### config.mk
export PLATFORM = sky130hd
export DESIGN_NAME = i2s_sample_tx
export DESIGN_NICKNAME = d
export VERILOG_FILES = /design/src/rtl/i2s_sample_tx.sv
export SDC_FILE = /design/constraint.sdc
export NUM_CORES = 1
export LEC_CHECK = 0
export CELL_PAD_IN_SITES_DETAIL_PLACEMENT = 1
export CELL_PAD_IN_SITES_GLOBAL_PLACEMENT = 1
export CORE_MARGIN = 3
export CORE_UTILIZATION = 54
export CTS_CLUSTER_DIAMETER = 200
export DETAILED_ROUTE_END_ITERATION = 16
export PLACE_DENSITY_LB_ADDON = 0.1
export SLEW_MARGIN = 10
export SYNTH_ARGS = -nofsm -noshare
export SYNTH_HDL_FRONTEND = slang
export SYNTH_SLANG_ARGS = --single-unit
export TNS_END_PERCENT = 1
### constraint.sdc
create_clock -name clk -period 10.2 [get_ports clk]
set_input_delay 1.53 -clock clk [delete_from_list [all_inputs] [get_ports clk]]
set_output_delay 1.53 -clock clk [all_outputs]
set_load 0.01 [all_outputs]
### src/rtl/i2s_sample_tx.sv
// i2s_sample_tx: buffers mixed mono audio samples in a small FIFO and sends each
// one as a stereo I2S frame, the same sample in the left and the right slot.
// The serial word goes through a one-slot delay flop, so every word's MSB
// appears one bit clock after the lrck edge.
module i2s_sample_tx #(
    parameter int SAMPLE_W   = 16,
    parameter int FIFO_DEPTH = 4,
    parameter int SCLK_DIV   = 4
) (
    input  logic                          clk,
    input  logic                          rst_n,
    input  logic                          enable,
    input  logic [SAMPLE_W-1:0]           sample_in,
    input  logic                          sample_valid,
    output logic                          sample_ready,
    output logic [$clog2(FIFO_DEPTH):0]   fifo_level,
    output logic                          underrun,
    output logic                          sclk,
    output logic                          lrck,
    output logic                          sdata
);

    localparam int AW = $clog2(FIFO_DEPTH);
    localparam int LW = AW + 1;
    localparam int DW = (SCLK_DIV > 1) ? $clog2(SCLK_DIV) : 1;
    localparam int FW = 2 * SAMPLE_W;
    localparam int SW = $clog2(FW);
    localparam logic [DW-1:0] DIV_LAST   = DW'(SCLK_DIV - 1);
    localparam logic [SW-1:0] SLOT_LAST  = SW'(FW - 1);
    localparam logic [SW-1:0] LEFT_LAST  = SW'(SAMPLE_W - 1);
    localparam logic [LW-1:0] LEVEL_FULL = LW'(FIFO_DEPTH);

    typedef enum logic {ST_IDLE, ST_RUN} state_t;

    state_t              state;
    logic [SAMPLE_W-1:0] mem [FIFO_DEPTH];
    logic [AW-1:0]       wr_ptr;
    logic [AW-1:0]       rd_ptr;
    logic [DW-1:0]       div_cnt;
    logic [SW-1:0]       slot_cnt;
    logic [FW-1:0]       shift_word;
    logic [SAMPLE_W-1:0] head;
    logic                fifo_empty;
    logic                push;
    logic                pop;
    logic                load;
    logic                slot_end;
    logic                frame_end;

    assign sample_ready = (fifo_level != LEVEL_FULL);
    assign fifo_empty   = (fifo_level == '0);
    assign push         = sample_valid && sample_ready;
    assign head         = mem[rd_ptr];

    // A slot ends on the last clk of its sclk-high half; the next edge starts a new slot.
    assign slot_end  = (state == ST_RUN) && sclk && (div_cnt == DIV_LAST);
    assign frame_end = slot_end && (slot_cnt == SLOT_LAST);

    // The frame word is loaded on the edge that enters slot 0 (start of RUN or frame wrap).
    assign load = enable && ((state == ST_IDLE) || frame_end);
    assign pop  = load && !fifo_empty;

    // FIFO storage: written on accepted pushes only.
    always_ff @(posedge clk) begin
        if (push) begin
            mem[wr_ptr] <= sample_in;
        end
    end

    // FIFO pointers and occupancy; a simultaneous push and pop leaves the level unchanged.
    always_ff @(posedge clk or negedge rst_n) begin
        if (!rst_n) begin
            wr_ptr     <= '0;
            rd_ptr     <= '0;
            fifo_level <= '0;
        end else begin
            if (push) begin
                wr_ptr <= wr_ptr + AW'(1);
            end
            if (pop) begin
                rd_ptr <= rd_ptr + AW'(1);
            end
            if (push && !pop) begin
                fifo_level <= fifo_level + LW'(1);
            end else if (pop && !push) begin
                fifo_level <= fifo_level - LW'(1);
            end
        end
    end

    // Frame shift word: {S,S} on load (zero on underrun), MSB out at every slot end.
    always_ff @(posedge clk) begin
        if (load) begin
            shift_word <= pop ? {head, head} : '0;
        end else if (slot_end) begin
            shift_word <= {shift_word[FW-2:0], 1'b0};
        end
    end

    // Run/idle FSM with bit-clock divider, slot counter, lrck, delayed sdata and underrun pulse.
    always_ff @(posedge clk or negedge rst_n) begin
        if (!rst_n) begin
            state    <= ST_IDLE;
            div_cnt  <= '0;
            slot_cnt <= '0;
            sclk     <= 1'b0;
            lrck     <= 1'b0;
            sdata    <= 1'b0;
            underrun <= 1'b0;
        end else begin
            underrun <= 1'b0;
            if (state == ST_IDLE || !enable) begin
                // Idle or abort: everything serial returns to zero, the next run starts at slot 0.
                div_cnt  <= '0;
                slot_cnt <= '0;
                sclk     <= 1'b0;
                lrck     <= 1'b0;
                sdata    <= 1'b0;
                if (state == ST_IDLE && enable) begin
                    state    <= ST_RUN;
                    underrun <= fifo_empty;
                end else begin
                    state <= ST_IDLE;
                end
            end else begin
                if (div_cnt == DIV_LAST) begin
                    div_cnt <= '0;
                    sclk    <= ~sclk;
                end else begin
                    div_cnt <= div_cnt + DW'(1);
                end
                if (slot_end) begin
                    sdata <= shift_word[FW-1];
                    if (slot_cnt == SLOT_LAST) begin
                        slot_cnt <= '0;
                        lrck     <= 1'b0;
                        underrun <= fifo_empty;
                    end else begin
                        slot_cnt <= slot_cnt + SW'(1);
                        lrck     <= (slot_cnt >= LEFT_LAST);
                    end
                end
            end
        end
    end

endmodule

==> results of run 1 <==
-- sequential cells by signal, indices dropped and copies added, names as in the netlist, 2 cells and up --
signal	flops
mem	64
shift_word	32
slot_cnt	5
fifo_level	3
div_cnt	2
rd_ptr	2
wr_ptr	2
-- layout by cell type, fill, tap and decap left out, types with 4 or more instances in the layout --
master           instances
mux2_2                  17
mux2i_1                 30
xnor2_1                  4
nand2_1                 12
nor2_1                   5
and2_1                   4
inv_1                    5
buf_4                    4
o2bb2ai_1               31
dfrtp_1                 18
clkbuf_16               16
a21oi_1                  6
edfxtp_1                96
clkinv_2                 4
ha_1                     8
clkdlybuf4s50_1         27
-- logic make-up after synthesis --
family | count (synthesis) | share of synthesized area, %
compound gates | 46 | 7.97
xor+xnor | 7 | 1.30
fa+ha+maj | 9 | 2.54
buf+inv | 18 | 2.12
flops | 115 | 71.0
mux | 48 | 10.9
simple gates | 37 | 4.16
-- cell type report --
type	count	area (µm²)
Inverter	5	18.8
Sequential cell	115	3360
Clock inverter	14	163
Tap cell	105	131
Clock buffer	18	418
Timing Repair Buffer	31	300
Fill cell	719	2680
Multi-Input combinational cell	147	1270
-- metal layers --
layer,GRT usage (%),wire (µm),vias up
met5,0,0,-
met4,6.93,29,0
met3,5.05,219,2
met2,34.8,4860,38
met1,27.2,4260,1289
li1,-,-,1174
-- metrics by stage --
| step | hold WS (ns) | instances |
|---|---|---|
| 6_report | 0.450 | 435 |
| 5_1_grt | 0.475 | 435 |
| 4_1_cts | 0.456 | 435 |
| 3_5_place_dp | 0.450 | 403 |
| 3_3_place_gp | 0.431 | 403 |
| 2_1_floorplan | 0.419 | 280 |
-- worst paths after layout --
kind	endpoint	slack [ns]	depth (start not counted)
worst min register to register	div_cnt[0]$_DFF_PN0_	0.45	1
max in group asynchronous	rd_ptr[1]$_DFFE_PN0P_	8.07	1
worst max-delay path	sample_ready	6.96	3
min in group asynchronous	wr_ptr[0]$_DFFE_PN0P_	1.53	1
worst max register to register	fifo_level[2]$_DFFE_PN0P_	7.52	11
worst min-delay path	div_cnt[0]$_DFF_PN0_	0.45	1
-- power groups by stage --
stage | Combinational, mW | Sequential [mW] | Clock (mW)
6_report | 0.308 | 0.670 | 0.577
5_1_grt | 0.339 | 0.680 | 0.613
4_1_cts | 0.317 | 0.672 | 0.587
3_5_place_dp | 0.303 | 0.677 | 0
3_3_place_gp | 0.290 | 0.673 | 0
2_1_floorplan | 0.246 | 0.637 | 0
-- critical path, cell delays in order (launching register included) --
cell and delay [ns]:
dfrtp_1 0.46, nor2_1 0.20, nand2_1 0.07, clkdlybuf4s50_1 0.48
==> metrics, run 1 <==
global-route wire length before repair 15.2 mm; Data arrival, critical path ~1.7 ns; Antenna diodes 0; RSZ-0062 raised after global routing false; final instance area 5660 µm²; CORE AREA 8340 µm²; Num CTS Buffers 17; clock network power share 37.1%; Antenna Violating Nets Remaining 0; worst r2r src slot_cnt[0]$_DFFE_PN0P_; Routed WL 9.37 mm; global-route usage over all layers between 20% and 30%; synthesized area 4730 µm²; Die Height roughly 100 µm; Clock Latency Late Sink 0.50 ns; H-tree level count 4; initial antenna violation count 0; async set-reset flop share out of synthesis 16.5%; Post-CTS Setup Bufs 0; final core utilization 67.9%; DR pass1 iterations 4; most common cell in the netlist edfxtp_1; leading post-synthesis cells by cell area edfxtp_1 (61%), dfrtp_1 (10%), mux2i_1 (6.4%); Clock Skew 0.00763 ns; Worst VDD drop 155 µV; die area around 10000 µm²; Initial Util 56.7%; predominant post-synthesis flop cell edfxtp_1; cell taking the most area after synthesis edfxtp_1; Pleak ~2 nW; min Tclk post-route 3.24 ns; Post-Synthesis Cells 280; Rows 33; Pint roughly 1.1 mW; syn_area_per_cell 16.9 µm²; share of cells above drive strength 1 18.5%; startpoint type of the worst setup path flop; post-synth top area share a little over 60%; Setup TNS 0 ns; pre-CTS setup slack 6.66 ns; wire per inst 21.5 µm; Overall Power around 1.6 mW; max-slew violations 0; Syn. warnings 0; post-route worst setup slack 6.96 ns; Die W 99.6 µm; sequential-to-total area share from yosys stat 71.0%; critical path fanouts, max 6; # DRC 0; Worst EP required between 8 and 9 ns; CP endpoint kind output pin; CTS tree yes; routability cong. 0.741; CTS sink count 115; Worst setup startpoint fifo_level[1]$_DFFE_PN0P_; P&R area growth vs syn 19.8%; part of the cycle the worst path needs 31.8%; Synth cell types 40; drt initial violations roughly 140; #FFs+latches synth 115; final setup fails 0; Mapped Nets 309; Reg power frac 43.1%; Vias/cell 5.75; cts repair resizes 0; Sw Pwr 0.431 mW; Worst slew margin 36.7%; slew at the pin closest to its max-slew limit around 0.95 ns; Achievable Freq 0.308 GHz; final hold viol count 0; Reg clk slew, reported paths approximately 0.06 ns; Hold Crit Class flop to flop; Hold Crit Start div_cnt[0]$_DFF_PN0_; DP Area 5080 µm²; Remaining Overflow, GRT 0; CTS root buf clkbuf_8; worst-case clock buffer depth 2; largest net degree at the start of global routing 34; via count 2503; Final #Nets around 350; EDFF count, synth 96; CTS Hold Bufs 0; I/O pin count 28; critical path class flop to output pin; pwr dens roughly 270 nW/µm²; DP HPWL 5.09 mm; status complete, no violations; number of global-route vias before repair 2720; Switching Fraction 27.8%; commonest cells in the netlist edfxtp_1 (96), o2bb2ai_1 (31), mux2i_1 (30); number of max-cap violations 0; Comb pwr share approximately a fifth; # port buffers 27
Power figures use the tool's default switching activity.
==> run 2: changes to the inputs <==
--- a/config.mk
+++ b/config.mk
@@ -8,7 +8,7 @@
 export CELL_PAD_IN_SITES_DETAIL_PLACEMENT = 1
 export CELL_PAD_IN_SITES_GLOBAL_PLACEMENT = 1
 export CORE_MARGIN = 3
-export CORE_UTILIZATION = 54
+export CORE_UTILIZATION = 46
 export CTS_CLUSTER_DIAMETER = 200
 export DETAILED_ROUTE_END_ITERATION = 16
 export PLACE_DENSITY_LB_ADDON = 0.1
==> constraint.sdc (replaced) <==
create_clock -name clk -period 2.7 [get_ports clk]
set_input_delay 0.405 -clock clk [delete_from_list [all_inputs] [get_ports clk]]
set_output_delay 0.405 -clock clk [all_outputs]
set_load 0.01 [all_outputs]
==> run 2 against run 1 <==
Compared with the run above: routed wire length fell by 5.0%; highest routed layer unchanged; largest cell class unchanged; final cell count grew 8.0%; die area increased by 16%; largest power group unchanged; via count up 0.60%; critical endpoint is now fifo_level[2]$_DFFE_PN0P_.
==> metrics, run 2 (same netlist as run 1, synthesis figures left out) <==
global-route usage over all layers 16.8% (was 20.9%); Num CTS Buffers 17 (unchanged); Antenna Violating Nets Remaining 0 (unchanged); CP peak stage delay 0.42 ns (was 0.48 ns); Hold Crit Class input pin to asynchronous set/reset pin (was flop to flop); largest net degree at the start of global routing 34 (unchanged); hold_ws 0.230 ns (was 0.450 ns); Die W 107 µm (was 99.6 µm); Clock Latency Late Sink 0.51 ns (was 0.50 ns); critical path class flop to flop (was flop to output pin); Final #Nets 354 (was 346); P&R area growth vs syn 21.5% (was 19.8%); Clock Skew 0.00646 ns (was 0.00763 ns); most used cell, CP ha_2; I/O pin count 28 (unchanged); H-tree level count 4 (unchanged); Placed Cells 439 (was 403); Vias/cell 5.36 (was 5.75); Worst VDD drop 461 µV (was 155 µV); Worst setup startpoint slot_cnt[0]$_DFFE_PN0P_ (was fifo_level[1]$_DFFE_PN0P_); Die Height 107 µm (was 99.6 µm); initial antenna violation count 0 (unchanged); max-slew violations 0 (unchanged); final instance area 5740 µm² (was 5660 µm²); CORE AREA 9860 µm² (was 8340 µm²); drt initial violations 106 (was 143); worst reg2reg endpoint fifo_level[2]$_DFFE_PN0P_ (unchanged); startpoint type of the worst setup path flop (unchanged); Post-CTS Setup Bufs 0 (unchanged); CTS sink count 115 (unchanged); routability cong. 0.779 (was 0.741); # port buffers 27 (unchanged); Worst slew margin 72.0% (was 36.7%); Achievable Freq about 0.4 GHz; most flop-heavy register mem (unchanged); number of max-cap violations 0 (unchanged); number of global-route vias before repair 2731 (was 2720); cells on worst reg2reg path 11 (unchanged); critical-path cell list ha_2 -> and3_1 -> ha_2 -> and3_2 -> o21ai_2 -> ha_2 -> inv_1 -> fa_1 -> xor2_1 -> nor2_1 -> xor2_1 (was nor2_1 -> nand2_1 -> clkdlybuf4s50_1); slowest CP cell dfrtp_1 (was clkdlybuf4s50_1); DP Area 5180 µm² (was 5080 µm²); die area 11500 µm² (was 9910 µm²); Routed WL 8.90 mm (was 9.37 mm); Overall Power 5.80 mW (was 1.55 mW); Remaining Overflow, GRT 0 (unchanged); pwr dens 1010 nW/µm² (was 274 nW/µm²); most frequent cells in the layout edfxtp_1 (96), o2bb2ai_1 (31), mux2i_1 (30) (unchanged); critical path fanouts, max 6 (unchanged); largest registers mem (64), shift_word (32), slot_cnt (5) (unchanged); Data arrival, critical path 2.98 ns (was 1.71 ns); Worst EP required 3.13 ns (was 8.67 ns); min Tclk post-route 2.55 ns; status complete, no violations (unchanged); part of the cycle the worst path needs between 90% and 100%; final core utilization 58.2% (was 67.9%); worst r2r src slot_cnt[0]$_DFFE_PN0P_ (unchanged); CP endpoint kind flop (was output pin); Pleak 2.08 nW (was 2.06 nW); commonest non-fill, non-tap cell in the layout edfxtp_1 (unchanged); # DRC 0 (unchanged); DR pass1 iterations 4 (unchanged); worst-case clock buffer depth 2 (unchanged); CTS tree yes (unchanged); slew at the pin closest to its max-slew limit 0.420 ns (was 0.950 ns); final hold viol count 0 (unchanged); Initial Util 47.9% (was 56.7%); reg2reg setup slack 0.15 ns (was 7.52 ns); fin cells 470 (was 435); final setup fails 0 (unchanged); global-route wire length before repair 14.1 mm (was 15.2 mm); DP HPWL 5.27 mm (was 5.09 mm); Antenna diodes 0 (unchanged); wire per inst 18.9 µm (was 21.5 µm); Reg clk slew, reported paths 0.06 ns (about the same); RSZ-0062 raised after global routing false (unchanged); Rows 36 (was 33); flip-flop count of the largest register after layout 64 (unchanged); via count 2518 (was 2503); share of cells above drive strength 1 19.9% (was 18.5%); CTS root buf clkbuf_8 (unchanged)
==> run 2: cell count changes in the layout (fill, tap and decap cells not counted) <==
cell | previous run | this run
buf_4 | 4 | 12
clkinv_1 | 1 | 4
clkinv_2 | 4 | 3
clkinv_4 | 2 | 0
dfrtp_1 | 18 | 19
dfrtp_2 | 1 | 0
ha_1 | 8 | 5
ha_2 | 0 | 3
inv_6 | 1 | 0
==> run 2: critical path, delay by kind of cell, from the launching register on <==
| kind | cells | cell delay [ns] |
|---|---|---|
| DFF | 1 | 0.42 |
| xor gates and xnor gates | 2 | 0.32 |
| AOI/OAI and AO/OA | 1 | 0.15 |
| and+or+nand+nor | 3 | 0.52 |
| adders and majority gates | 4 | 1.01 |
| buffers and inverters | 1 | 0.05 |
==> run 2: repair_timing <==
action,4_1_cts,5_1_grt
hold buffers,0,0
setup endpoints to repair,0,1
resized for setup,0,3
==> run 2: through the flow <==
stage	setup WS, ns	setup TNS, ns
global route	0.0218	0
global placement	0.154	0
finish	0.153	0
detailed placement	0.0659	0
floorplan	-0.0386	-0.0386
CTS	0.0402	0
==> run 2: worst max-delay path by stage <==
| stage | end | slack (ns) | depth (start not counted) |
|---|---|---|---|
| finish | fifo_level[2]$_DFFE_PN0P_ | 0.15 | 11 |
| global route | fifo_level[2]$_DFFE_PN0P_ | 0.02 | 11 |
| CTS | fifo_level[2]$_DFFE_PN0P_ | 0.04 | 11 |
| detailed placement | fifo_level[2]$_DFFE_PN0P_ | 0.07 | 11 |
| global placement | fifo_level[2]$_DFFE_PN0P_ | 0.15 | 11 |
| floorplan | fifo_level[2]$_DFFE_PN0P_ | -0.04 | 12 |
==> run 2: routing by layer <==
metal / track usage (%) / part of all wire, % / vias to the layer above / routed length (µm)
met2: 27.1 / 50 / 41 / 4430
met5: 0 / 0 / - / 0
met3: 4.92 / 3.7 / 11 / 328
met1: 21.2 / 45 / 1280 / 4030
met4: 7.03 / 1.2 / 0 / 110
li1: - / - / 1186 / -
==> run 2: cell type report <==
class,count,area [µm²]
Fill cell,882,4120
Sequential cell,115,3360
Multi-Input combinational cell,147,1280
Clock buffer,18,418
Timing Repair Buffer,39,360
Tap cell,133,166
Clock inverter,13,143
Inverter,5,18.8
==> run 2: report_power, final <==
group | switching [mW] | leakage, nW | total, mW | internal, mW
registers | 0.130 | 1.14 | 2.40 | 2.27
logic | 0.691 | 0.681 | 1.29 | 0.597
clock network | 0.734 | 0.266 | 2.11 | 1.38
==> run 3: changes to the inputs <==
--- a/config.mk
+++ b/config.mk
@@ -5,10 +5,12 @@
 export SDC_FILE = /design/constraint.sdc
 export NUM_CORES = 1
 export LEC_CHECK = 0
+export ABC_CLOCK_PERIOD_IN_PS = 2900
+export CAP_MARGIN = 25
 export CELL_PAD_IN_SITES_DETAIL_PLACEMENT = 1
 export CELL_PAD_IN_SITES_GLOBAL_PLACEMENT = 1
 export CORE_MARGIN = 3
-export CORE_UTILIZATION = 46
+export CORE_UTILIZATION = 50
 export CTS_CLUSTER_DIAMETER = 200
 export DETAILED_ROUTE_END_ITERATION = 16
 export PLACE_DENSITY_LB_ADDON = 0.1
==> constraint.sdc (replaced) <==
create_clock -name clk -period 2.9 [get_ports clk]
set_input_delay 0.435 -clock clk [delete_from_list [all_inputs] [get_ports clk]]
set_output_delay 0.435 -clock clk [all_outputs]
set_load 0.01 [all_outputs]
==> run 3 against run 2 <==
Compared with the run above: clock skew is 0.0019 ns higher; routed wire length is 2.9% higher; worst hold slack better by 0.20 ns; setup slack better by 0.037 ns; clock power is 5% lower.
==> metrics, run 3 (same netlist as run 1, synthesis figures left out) <==
Clock Latency Late Sink 0.51 ns (about the same); commonest non-fill, non-tap cell in the layout edfxtp_1 (unchanged); Final #Nets 352 (was 354); P&R area growth vs syn 20.9% (was 21.5%); wire per inst 20.6 µm (was 18.9 µm); Num CTS Buffers 17 (unchanged); Post-CTS Setup Bufs 0 (unchanged); Worst setup startpoint slot_cnt[0]$_DFFE_PN0P_ (unchanged); DP HPWL 5.48 mm (was 5.27 mm); Placed Cells 412 (was 439); cells on worst reg2reg path 11 (unchanged); Clock Skew 0.00836 ns (was 0.00646 ns); critical path class flop to flop (unchanged); Overall Power 5.44 mW (was 5.80 mW); Bufs and invs on worst path 1 (unchanged); min Tclk post-route 2.71 ns (was 2.55 ns); share of cells above drive strength 1 19.3% (was 19.9%); final setup fails 0 (unchanged); DR pass1 iterations 4 (unchanged); Antenna Violating Nets Remaining 0 (unchanged); via count 2546 (was 2518); Rows 34 (was 36); Pleak 2.10 nW (was 2.08 nW); final core utilization 64.0% (was 58.2%); routability cong. 0.714 (was 0.779); Die W 103 µm (was 107 µm); hold_ws 0.430 ns (was 0.230 ns); final hold viol count 0 (unchanged); Antenna diodes 0 (unchanged); cts repair resizes 0 (unchanged); slowest CP cell dfrtp_1 (unchanged); CP peak stage delay 0.43 ns (was 0.42 ns); max-slew violations 0 (unchanged); CP endpoint kind flop (unchanged); critical-path cell list ha_1 -> and3_1 -> ha_1 -> and3_2 -> o21ai_2 -> ha_1 -> inv_1 -> fa_1 -> xor2_1 -> nor2_1 -> xor2_1 (was ha_2 -> and3_1 -> ha_2 -> and3_2 -> o21ai_2 -> ha_2 -> inv_1 -> fa_1 -> xor2_1 -> nor2_1 -> xor2_1); most used cell, CP ha_1 (was ha_2); post-route worst setup slack 0.191 ns (was 0.153 ns); slew at the pin closest to its max-slew limit 0.890 ns (was 0.420 ns); pre-CTS setup slack 0.257 ns (was 0.0659 ns); Routed WL 9.16 mm (was 8.90 mm); Hold Crit Class input pin to asynchronous set/reset pin (unchanged); largest registers mem (64), shift_word (32), slot_cnt (5) (unchanged); Vias/cell 5.73 (was 5.36); startpoint type of the worst setup path flop (unchanged); DP Area 5130 µm² (was 5180 µm²); Die Height 103 µm (was 107 µm); Worst slew margin 40.5% (was 72.0%); die area 10700 µm² (was 11500 µm²); RSZ-0062 raised after global routing false (unchanged); Initial Util 52.9% (was 47.9%); part of the cycle the worst path needs 93.4% (was 94.3%); CORE AREA 8930 µm² (was 9860 µm²); pwr dens 953 nW/µm² (was 1010 nW/µm²); fin cells 444 (was 470); reg2reg setup slack 0.19 ns (was 0.15 ns); final instance area 5710 µm² (was 5740 µm²); CP top delay family adder cells (unchanged); critical path fanouts, max 6 (unchanged); flip-flop count of the largest register after layout 64 (unchanged); CTS root buf clkbuf_8 (unchanged); global-route usage over all layers 18.9% (was 16.8%); most frequent cells in the layout edfxtp_1 (96), o2bb2ai_1 (31), mux2i_1 (30) (unchanged); worst-case clock buffer depth 2 (unchanged); Remaining Overflow, GRT 0 (unchanged); Setup TNS 0 ns (unchanged); CTS tree yes (unchanged); Achievable Freq 0.369 GHz (was 0.393 GHz); fill cell count 791 (was 882); # DRC 0 (unchanged); H-tree level count 4 (unchanged); Worst EP required 3.33 ns (was 3.13 ns); worst r2r src slot_cnt[0]$_DFFE_PN0P_ (unchanged); Crit path depth 11 (unchanged); initial antenna violation count 0 (unchanged); number of max-cap violations 0 (unchanged); CTS sink count 115 (unchanged); most flop-heavy register mem (unchanged); CTS Hold Bufs 0 (unchanged); global-route wire length before repair 14.4 mm (was 14.1 mm); number of global-route vias before repair 2672 (was 2731); # port buffers 27 (unchanged); worst reg2reg endpoint fifo_level[2]$_DFFE_PN0P_ (unchanged); Reg clk slew, reported paths 0.06 ns (about the same); I/O pin count 28 (unchanged); drt initial violations 106 (unchanged); Data arrival, critical path 3.14 ns (was 2.98 ns); CP endpoint fifo_level[2]$_DFFE_PN0P_ (unchanged); largest net degree at the start of global routing 34 (unchanged); status complete, no violations (unchanged); Worst VDD drop 557 µV (was 461 µV)
## run 3: cell count changes in the layout (fill, tap and decap cells not counted), sizes merged
| cell | change |
|---|---|
| clkinvlp | -1 |
| clkbuf | +6 |
| buf | -2 |
| bufinv | -2 |
| clkinv | -2 |
## run 3: worst reg2reg max path, cell delays in order, from the launching register on
cell	delay [ns]
dfrtp_1	0.43
ha_1	0.27
and3_1	0.21
ha_1	0.25
and3_2	0.24
o21ai_2	0.15
ha_1	0.21
inv_1	0.07
fa_1	0.37
xor2_1	0.17
nor2_1	0.11
xor2_1	0.15
## run 3: how the worst min path moves through the flow
stage                         startpoint                    end  depth (start not counted)
floorplan                          rst_n   div_cnt[0]$_DFF_PN0_                          0
global placement    div_cnt[0]$_DFF_PN0_   div_cnt[0]$_DFF_PN0_                          1
detailed placement  div_cnt[0]$_DFF_PN0_   div_cnt[0]$_DFF_PN0_                          1
CTS                                rst_n  wr_ptr[1]$_DFFE_PN0P_                          1
global route                       rst_n  wr_ptr[1]$_DFFE_PN0P_                          1
finish                             rst_n  wr_ptr[1]$_DFFE_PN0P_                          1
## run 3: area by class of cell
type	instances	area [µm²]	share of cell area, %
Inverter	5	18.8	0.328
Multi-Input combinational cell	147	1270	22.3
Clock inverter	8	70.1	1.23
Clock buffer	24	514	9.00
Timing Repair Buffer	37	345	6.04
Tap cell	108	135	2.36
Sequential cell	115	3360	58.8
## run 3: report_power, final
part	switching (mW)	total, mW	leakage [nW]	internal, mW
clock network	0.692	2.00	0.286	1.30
registers	0.155	2.27	1.14	2.12
logic	0.625	1.18	0.679	0.551
total	1.47	5.44	2.10	3.97
## run 3: routing by layer
| layer | track usage, % | share of wire, % | up-vias |
|---|---|---|---|
| li1 | - | - | 1180 |
| met1 | 25.4 | 46 | 1306 |
| met2 | 30.1 | 50 | 50 |
| met3 | 4.96 | 3.1 | 10 |
| met4 | 6.87 | 0.95 | 0 |
| met5 | 0 | 0 | - |
